`src/rtl/uart_pkg.sv`:
```
// Shared types and constants for the configurable UART transmitter.
// Holds the serialiser state encoding, the parity-mode values and a frame-size helper.
package uart_pkg;

  typedef enum logic [2:0] {
    ST_IDLE,
    ST_START,
    ST_DATA,
    ST_PARITY,
    ST_STOP
  } tx_state_e;

  localparam int PAR_NONE = 0;
  localparam int PAR_ODD  = 1;
  localparam int PAR_EVEN = 2;

  // Number of serial bit periods in one frame.
  function automatic int frame_bits(input int data_bits, input int parity, input int stop_bits);
    return 1 + data_bits + ((parity != PAR_NONE) ? 1 : 0) + stop_bits;
  endfunction

endpackage

```
`src/rtl/sync_fifo.sv`:
```
// Single-clock FIFO with one extra pointer bit, so full and empty are told apart
// by the pointer MSBs; exposes the current occupancy.
module sync_fifo #(
  parameter int WIDTH = 8,
  parameter int DEPTH = 4
) (
  input  logic                     clk,
  input  logic                     rst,
  input  logic [WIDTH-1:0]         wr_data,
  input  logic                     wr_en,
  input  logic                     rd_en,
  output logic [WIDTH-1:0]         rd_data,
  output logic                     full,
  output logic                     empty,
  output logic [$clog2(DEPTH):0]   level
);

  localparam int AW = $clog2(DEPTH);

  logic [AW:0]      wr_ptr;
  logic [AW:0]      rd_ptr;
  logic [WIDTH-1:0] mem [DEPTH];
  logic             push;
  logic             pop;

  assign push    = wr_en && !full;
  assign pop     = rd_en && !empty;
  assign empty   = (wr_ptr == rd_ptr);
  assign full    = (wr_ptr[AW] != rd_ptr[AW]) && (wr_ptr[AW-1:0] == rd_ptr[AW-1:0]);
  assign level   = wr_ptr - rd_ptr;
  assign rd_data = mem[rd_ptr[AW-1:0]];

  // NOTE: state registers use non-blocking assignments so every flop samples pre-edge values.
  always_ff @(posedge clk or posedge rst) begin
    if (rst) begin
      wr_ptr <= '0;
      rd_ptr <= '0;
    end else begin
      if (push) wr_ptr <= wr_ptr + 1'b1;
      if (pop)  rd_ptr <= rd_ptr + 1'b1;
    end
  end

  // NOTE: storage is not reset; the pointers alone decide which entries are meaningful.
  always_ff @(posedge clk) begin
    if (push) mem[wr_ptr[AW-1:0]] <= wr_data;
  end

endmodule

```
`src/rtl/uart_tx_cfg.sv`:
```
// Buffered UART transmitter: words enter a FIFO over valid/ready and leave LSB-first
// with configurable bit period, width, parity and stop bits; frames chain with no gap.
module uart_tx_cfg
  import uart_pkg::*;
#(
  parameter int CLK_PER_BIT = 16,
  parameter int DATA_BITS   = 8,
  parameter int PARITY      = PAR_NONE,
  parameter int STOP_BITS   = 1,
  parameter int FIFO_DEPTH  = 4
) (
  input  logic                          i_clk,
  input  logic                          i_rst,
  input  logic [DATA_BITS-1:0]          i_data,
  input  logic                          i_valid,
  output logic                          o_ready,
  output logic                          o_tx,
  output logic                          o_busy,
  output logic [$clog2(FIFO_DEPTH):0]   o_level
);

  localparam int CNT_W = (CLK_PER_BIT > 1) ? $clog2(CLK_PER_BIT) : 1;
  localparam int IDX_W = $clog2(DATA_BITS);
  localparam logic [CNT_W-1:0] CNT_LAST  = CNT_W'(CLK_PER_BIT - 1);
  localparam logic [IDX_W-1:0] DATA_LAST = IDX_W'(DATA_BITS - 1);
  localparam logic [IDX_W-1:0] STOP_LAST = IDX_W'(STOP_BITS - 1);

  tx_state_e              state;
  tx_state_e              state_next;
  logic [CNT_W-1:0]       cnt;
  logic [IDX_W-1:0]       idx;
  logic [DATA_BITS-1:0]   shift;
  logic [DATA_BITS-1:0]   fifo_data;
  logic                   par_bit;
  logic                   fifo_full;
  logic                   fifo_empty;
  logic                   pop;
  logic                   tick;
  logic                   tx_next;

  sync_fifo #(
    .WIDTH (DATA_BITS),
    .DEPTH (FIFO_DEPTH)
  ) u_fifo (
    .clk     (i_clk),
    .rst     (i_rst),
    .wr_data (i_data),
    .wr_en   (i_valid),
    .rd_en   (pop),
    .rd_data (fifo_data),
    .full    (fifo_full),
    .empty   (fifo_empty),
    .level   (o_level)
  );

  assign o_ready = !fifo_full;
  assign o_busy  = !fifo_empty || (state != ST_IDLE);
  // With CLK_PER_BIT = 1 the timer stays at 0, which is also its terminal count.
  assign tick    = (cnt == CNT_LAST);

  always_ff @(posedge i_clk or posedge i_rst) begin
    if (i_rst) state <= ST_IDLE;
    else       state <= state_next;
  end

  // NOTE: every output of this block gets a default first, so no path leaves a latch.
  always_comb begin
    state_next = state;
    pop        = 1'b0;
    unique case (state)
      ST_IDLE: begin
        if (!fifo_empty) begin
          pop        = 1'b1;
          state_next = ST_START;
        end
      end
      ST_START:  if (tick) state_next = ST_DATA;
      ST_DATA: begin
        if (tick && idx == DATA_LAST)
          state_next = (PARITY != PAR_NONE) ? ST_PARITY : ST_STOP;
      end
      ST_PARITY: if (tick) state_next = ST_STOP;
      ST_STOP: begin
        if (tick && idx == STOP_LAST) begin
          if (!fifo_empty) begin
            pop        = 1'b1;
            state_next = ST_START;
          end else begin
            state_next = ST_IDLE;
          end
        end
      end
      default:   state_next = ST_IDLE;
    endcase
  end

  always_comb begin
    tx_next = 1'b1;
    unique case (state)
      ST_START:  tx_next = 1'b0;
      ST_DATA:   tx_next = shift[0];
      ST_PARITY: tx_next = par_bit;
      default:   tx_next = 1'b1;
    endcase
  end

  always_ff @(posedge i_clk or posedge i_rst) begin
    if (i_rst) begin
      cnt     <= '0;
      idx     <= '0;
      shift   <= '0;
      par_bit <= 1'b0;
      o_tx    <= 1'b1;
    end else begin
      o_tx <= tx_next;

      if (tick || state == ST_IDLE) cnt <= '0;
      else                          cnt <= cnt + 1'b1;

      // The index restarts whenever a bit boundary also changes state.
      if (tick) begin
        if (state_next != state)                       idx <= '0;
        else if (state == ST_DATA || state == ST_STOP) idx <= idx + 1'b1;
      end

      if (pop) begin
        shift   <= fifo_data;
        par_bit <= (PARITY == PAR_EVEN) ? ^fifo_data : ~(^fifo_data);
      end else if (state == ST_DATA && tick) begin
        shift <= {1'b0, shift[DATA_BITS-1:1]};
      end
    end
  end

endmodule

```
`config.mk`:
```
export PLATFORM = sky130hd
export DESIGN_NAME = uart_tx_cfg
export DESIGN_NICKNAME = d
export VERILOG_FILES = /design/src/rtl/uart_pkg.sv /design/src/rtl/sync_fifo.sv /design/src/rtl/uart_tx_cfg.sv
export SDC_FILE = /design/constraint.sdc
export NUM_CORES = 1
export LEC_CHECK = 0
export ABC_CLOCK_PERIOD_IN_PS = 1850
export CORE_MARGIN = 1
export CORE_UTILIZATION = 30
export DETAILED_ROUTE_END_ITERATION = 10
export GPL_ROUTABILITY_DRIVEN = 1
export SLEW_MARGIN = 20
export SYNTH_ARGS = -nofsm -noshare
export SYNTH_HDL_FRONTEND = slang
export SYNTH_SLANG_ARGS = --single-unit
```
`constraint.sdc`:
```
create_clock -name i_clk -period 1.85 [get_ports i_clk]
set_clock_uncertainty 0.05 [all_clocks]
set_input_delay 0.185 -clock i_clk [delete_from_list [all_inputs] [get_ports i_clk]]
set_output_delay 0.185 -clock i_clk [all_outputs]
set_load 0.05 [all_outputs]
```
==> results of run 1 <==
placed cells by master (no fill, tap or decap), types with 3 or more instances in the layout:
cell / netlist / routed
inv_1: 10 / 8
xnor2_1: 12 / 8
buf_4: 0 / 12
ha_1: 11 / 9
xor2_1: 3 / 3
o21ai_1: 11 / 10
nand2_1: 18 / 18
clkbuf_8: 0 / 9
nand3_1: 3 / 3
mux2i_1: 7 / 7
and3_4: 0 / 4
clkdlybuf4s50_1: 0 / 10
nor2_1: 6 / 6
edfxtp_1: 32 / 32
buf_12: 0 / 7
dfrtp_1: 25 / 24
mux4_2: 8 / 8
xnor2_2: 0 / 4
worst max-delay path by stage:
| stage | to | cells after the start | slack, ns | from |
|---|---|---|---|---|
| global placement | par_bit | 6 | -0.09 | u_fifo.rd_ptr[0] |
| floorplan | u_fifo.wr_ptr[2] | 6 | -0.20 | u_fifo.rd_ptr[1] |
| global route | o_level[2] | 5 | -0.24 | u_fifo.rd_ptr[0] |
| CTS | o_level[2] | 5 | -0.19 | u_fifo.rd_ptr[0] |
| finish | o_level[2] | 5 | -0.17 | u_fifo.rd_ptr[0] |
| detailed placement | par_bit | 6 | -0.13 | u_fifo.rd_ptr[0] |
cells by family after synthesis:
kind of cell	after synthesis	synth area share (%)
flip-flops	58	62.7
AND/OR/NAND/NOR	43	7.98
AO/OA/AOI/OAI	19	4.43
buffers and inverters	18	3.02
multiplexers	17	10.6
XOR/XNOR	15	5.11
adder cells (fa/ha/maj)	12	6.13
metal layers:
layer	vias up	routed length, um
met4	0	108
li1	722	-
met1	724	2030
met5	-	0
met3	8	122
met2	21	2120
registers in the layout, indices dropped and copies added, names as in the netlist:
register / cells
par_bit: 1
u_fifo.rd_ptr: 3
u_fifo.wr_ptr: 3
state: 3
u_fifo.mem: 32
idx: 3
o_tx: 1
shift: 8
cnt: 4
metrics by stage:
| step | instances | hold slack (ns) |
|---|---|---|
| floorplan | 182 | 0.174 |
| finish | 327 | 0.154 |
| global placement | 307 | 0.393 |
| detailed placement | 307 | 0.399 |
| global route | 327 | 0.179 |
| CTS | 326 | 0.153 |
tightest hold or removal path: stages:
cell and delay, ns:
clkdlybuf4s50_1 0.39, inv_1 0.05, buf_4 0.30
cell type report:
cell class | count | share of cell area [%]
sequential | 58 | 48.2
inverter | 10 | 1.20
clock inverter | 6 | 2.43
timing repair buffer | 32 | 11.3
multi-input combinational | 106 | 29.1
clock buffer | 10 | 3.81
tap | 105 | 3.92
power by group:
| group | switching (uW) | internal [uW] |
|---|---|---|
| Combinational | 655 | 646 |
| Sequential | 71.2 | 1550 |
| Clock | 488 | 749 |
| Total | 1210 | 2950 |
timing repair:
action	CTS	global route
cloned	0	1
resized for setup	7	7
buffers inserted	3	0
pin swaps	5	5
endpoints found under the setup margin	5	12
==> results.yml, run 1 <==
run_status:
  outcome: "finished, violations left"
  violations: "setup timing"
floorplan:
  io_pins: 17
  die_w_um: 94.6
  rows: 33
  initial_core_util_pct: 31.1
  die_y_um: 94.6
  core_mm2: 0.00826
  die_area_mm2: 0.00895
layout:
  nets: 240
  area_growth_syn_to_layout_pct: 30.2
  drive_gt1_share_pct: 29.3
  num_antenna_cells: 0
  final_util_pct: 40.5
  multi_input_area_um2: 976
  finalInstanceArea_mm2: 0.00335
  fillers: 771
  seqCellArea_mm2: 0.00161
placed_design:
  place_congestion: 0.717
  dpl_cell_area_mm2: 0.00303
  dp_hpwl_mm: 3.06
  port_buffers: 16
  dp_slack_ns: -0.133
clocking:
  htreeDepth: 3
  cts_sinks: 58
  cts_buffers: 9
  cts_tree: "yes"
  clk-insertion-delay-late_ns: 0.33
  clock_path_buffers: 2
  clk_pin_slew_worst_paths_ns: 0.07
  clockRootBuffer: "clkbuf_8"
  ctsHoldBuffers: 0
sta:
  relSlewSlack_pct: 76.7
  min_period_ns: 2.02
  max_freq_mhz: 496
  final.setup.tns_ns: -0.490
  setup_slack_ns: -0.165
  hold_viol_final: 0
  tightest_slew_ns: 0.348
  drv_slew: 0
  fin_crit_sh_pct: 109
  rsz0062_at_grt: "yes"
  setup_viol: 4
setup_path:
  cpMaxStageDelayCell: "dfrtp_2"
  cp_num_buf_inv: 2
  start_kind: "register"
  crit_family: "adder cells"
  cpPeakStageDelay_ns: 0.45
  r2r_setup_slack_ns: -0.15
  critical_path_required_ns: 1.62
  end_kind: "output pin"
  path_class: "register to output pin"
  crit_fanout: 3
  path_cells: "buf_6 > ha_4 > fa_2 > xnor2_2 > buf_12"
  regToRegEndpoint: "par_bit"
  reg2reg_from: "u_fifo.rd_ptr[0]"
  critPathArrivalTime_ns: 1.78
  rr_worst_depth: 6
yosys:
  synth_cells: 182
  synthTopCellsByArea: "edfxtp_1 37%, dfrtp_1 24%, mux4_2 7.0%, ha_1 5.4%, xnor2_1 4.1%"
  synth_warnings: 0
  avgSynthCellArea_um2: 14.1
  synthesis.area_mm2: 0.00257
  synth_top_area_cell: "edfxtp_1"
  synth.top_cell.area_share_pct: 37.4
  syn-num-nets: 205
  synth_edf_count: 32
  synth.most_common_cell: "edfxtp_1"
  yosysSeqAreaShare_pct: 62.7
  yosysUniqueCellTypes: 34
  yosys-top-cells-count: "32 x edfxtp_1, 25 x dfrtp_1, 18 x nand2_1"
  async_flop_share_pct: 44.8
  synth_ff_type: "edfxtp_1"
  synth_seq_cells: 58
power_and_ir_drop:
  p_total_uw: 4160
  power.leakage_uw: 0.00137
  peakVddDrop_mv: 0.476
  powerDensity_mw_per_mm2: 1240
detailed_routing:
  firstDrtPassIters: 4
  avgRoutedWirePerCell_um: 13.4
  drtIter0Drc: 57
  via_per_inst: 4.51
  wirelength_mm: 4.39
  remaining_drc_errors: 0
  ant_nets: 0
  dr_total_vias: 1475
global_route:
  grt_use_met3_pct: 3.95
  grt_util_met1_pct: 14.0
  grt_use_met2_pct: 17.6
  grt-ovfl-total: 0
  grt_max_degree: 27
  track_usage_pct: 11.5
  grt_pass1_vias: 1537
  top_usage_layer: "met2"
  antenna_found_initial: 0
  grt_pass1_wl_mm: 7.44
hold_path:
  hold_path_class: "input port to asynchronous set/reset pin"
run:
  maxCapViolCount: 0
(Power assumes the default switching activity.)
==> run 2: changes to the inputs <==
--- a/config.mk
+++ b/config.mk
@@ -5,7 +5,8 @@
 export SDC_FILE = /design/constraint.sdc
 export NUM_CORES = 1
 export LEC_CHECK = 0
-export ABC_CLOCK_PERIOD_IN_PS = 1850
+export ABC_CLOCK_PERIOD_IN_PS = 2420
+export CAP_MARGIN = 20
 export CORE_MARGIN = 1
 export CORE_UTILIZATION = 30
 export DETAILED_ROUTE_END_ITERATION = 10
==> constraint.sdc (replaced) <==
create_clock -name i_clk -period 2.42 [get_ports i_clk]
set_clock_uncertainty 0.05 [all_clocks]
set_input_delay 0.242 -clock i_clk [delete_from_list [all_inputs] [get_ports i_clk]]
set_output_delay 0.242 -clock i_clk [all_outputs]
set_load 0.05 [all_outputs]
==> results.yml, run 2 (synthesis gave the netlist of run 1 again) <==
run_status:
  outcome: "complete, no violations"
clocking:
  clk_pin_slew_worst_paths_ns: 0.07
  cts_tree: "yes"
  postCtsSetupRepairBufs: 0
  htreeDepth: 3
  cts_buffers: 9
  cts_sinks: 58
  cts_resized: 0
  clockRootBuffer: "clkbuf_8"
  clk-insertion-delay-late_ns: 0.33
  clock_path_buffers: 2
  ctsHoldBuffers: 0
hold_path:
  hold_path_class: "input port to asynchronous set/reset pin"
sta:
  setup_viol: 0
  hold_viol_final: 0
  final.setup.tns_ns: 0
  tightest_slew_ns: 0.497
  min_period_ns: 2.14
  drv_slew: 0
  fin_crit_sh_pct: 88.4
  max_freq_mhz: 468
  rsz0062_at_grt: "no"
  relSlewSlack_pct: 66.8
power_and_ir_drop:
  p_comb_share_pct: 29.3
  switching_share_pct: 31.8
  power.leakage_uw: 0.00125
  switching_power_uw: 896
  p_total_uw: 2820
  powerDensity_mw_per_mm2: 914
  peakVddDrop_mv: 0.407
  p_int_uw: 1920
  power_frac_clock_pct: 26.8
  seq_power_share_pct: 44.0
detailed_routing:
  avgRoutedWirePerCell_um: 13.1
  drtIter0Drc: 66
  ant_nets: 0
  wirelength_mm: 4.15
  dr_total_vias: 1441
  remaining_drc_errors: 0
  firstDrtPassIters: 4
  via_per_inst: 4.53
floorplan:
  io_pins: 17
  die_area_mm2: 0.00895
  core_mm2: 0.00826
  die_w_um: 94.6
  rows: 33
  initial_core_util_pct: 31.1
  die_y_um: 94.6
layout:
  area_growth_syn_to_layout_pct: 19.9
  largest_register_ffs: 32
  drive_gt1_share_pct: 18.3
  num_antenna_cells: 0
  nets: 231
  final_common_cell: "edfxtp_1"
  final_cell_mix: "32 x edfxtp_1, 25 x dfrtp_1, 18 x nand2_1"
global_route:
  track_usage_pct: 11.1
  antenna_found_initial: 0
  grt_max_degree: 19
  grt_pass1_wl_mm: 7.32
  grt_pass1_vias: 1515
  grt-ovfl-total: 0
setup_path:
  endpoint: "o_level[2]"
  start_kind: "register"
  regToRegEndpoint: "par_bit"
  critical_path_required_ns: 2.13
  path_class: "register to output pin"
  reg2reg_from: "u_fifo.rd_ptr[0]"
  r2r_setup_slack_ns: 0.38
  rr_worst_depth: 6
  crit_fanout: 4
  cp-startpoint: "u_fifo.wr_ptr[0]"
  end_kind: "output pin"
  critPathArrivalTime_ns: 1.85
placed_design:
  place_congestion: 0.704
  dp_hpwl_mm: 3.12
  port_buffers: 16
run:
  maxCapViolCount: 0
==> run 2: how the worst min path moves through the flow <==
| stage | start | endpoint | slack, ns | cells after the start |
|---|---|---|---|---|
| 6_report | i_rst | cnt[0] | 0.12 | 2 |
| 4_1_cts | i_rst | u_fifo.wr_ptr[1] | 0.13 | 2 |
| 3_5_place_dp | cnt[0] | cnt[0] | 0.40 | 1 |
| 5_1_grt | i_rst | cnt[0] | 0.15 | 2 |
| 3_3_place_gp | cnt[0] | cnt[0] | 0.39 | 1 |
| 2_1_floorplan | i_rst | cnt[0] | 0.23 | 1 |
==> run 2: cell type report <==
| type | instances | area [um2] |
|---|---|---|
| inverters | 10 | 37.5 |
| flip-flops and latches | 58 | 1610 |
| multi-input cells | 106 | 881 |
| fillers | 780 | 5170 |
| clock buffers | 9 | 124 |
| well taps | 105 | 131 |
| repair buffers | 23 | 250 |
| clock inverters | 7 | 46.3 |
==> run 2: power groups by stage <==
| stage | combinational (uW) | clock (uW) | sequential, uW |
|---|---|---|---|
| floorplan | 504 | 0 | 1240 |
| global placement | 825 | 0 | 1260 |
| detailed placement | 835 | 0 | 1260 |
| CTS | 838 | 772 | 1240 |
| global route | 885 | 825 | 1250 |
| finish | 824 | 754 | 1240 |
==> run 2: per-stage QoR <==
stage | cells | hold WS [ns] | cell area [um2] | setup WS [ns] | util [%]
finish | 318 | 0.125 | 3080 | 0.282 | 37.3
global route | 318 | 0.152 | 3080 | 0.166 | 37.3
CTS | 318 | 0.133 | 3080 | 0.255 | 37.3
detailed placement | 302 | 0.399 | 2910 | 0.379 | 35.3
global placement | 302 | 0.393 | 2910 | 0.409 | 35.3
floorplan | 182 | 0.231 | 2570 | 0.162 | -
==> run 2: worst max-delay path, stage by stage (launching register included) <==
cell and delay [ns]:
dfrtp_1 0.38, inv_1 0.10, ha_1 0.21, fa_1 0.37, xnor2_1 0.28, buf_12 0.18
==> run 2: routing by layer <==
metal | global-route usage [%] | share of wire [%]
met3 | 3.95 | 5.1
met4 | 5.30 | 1.9
met1 | 14.6 | 48
met5 | 0 | 0
met2 | 16.2 | 45
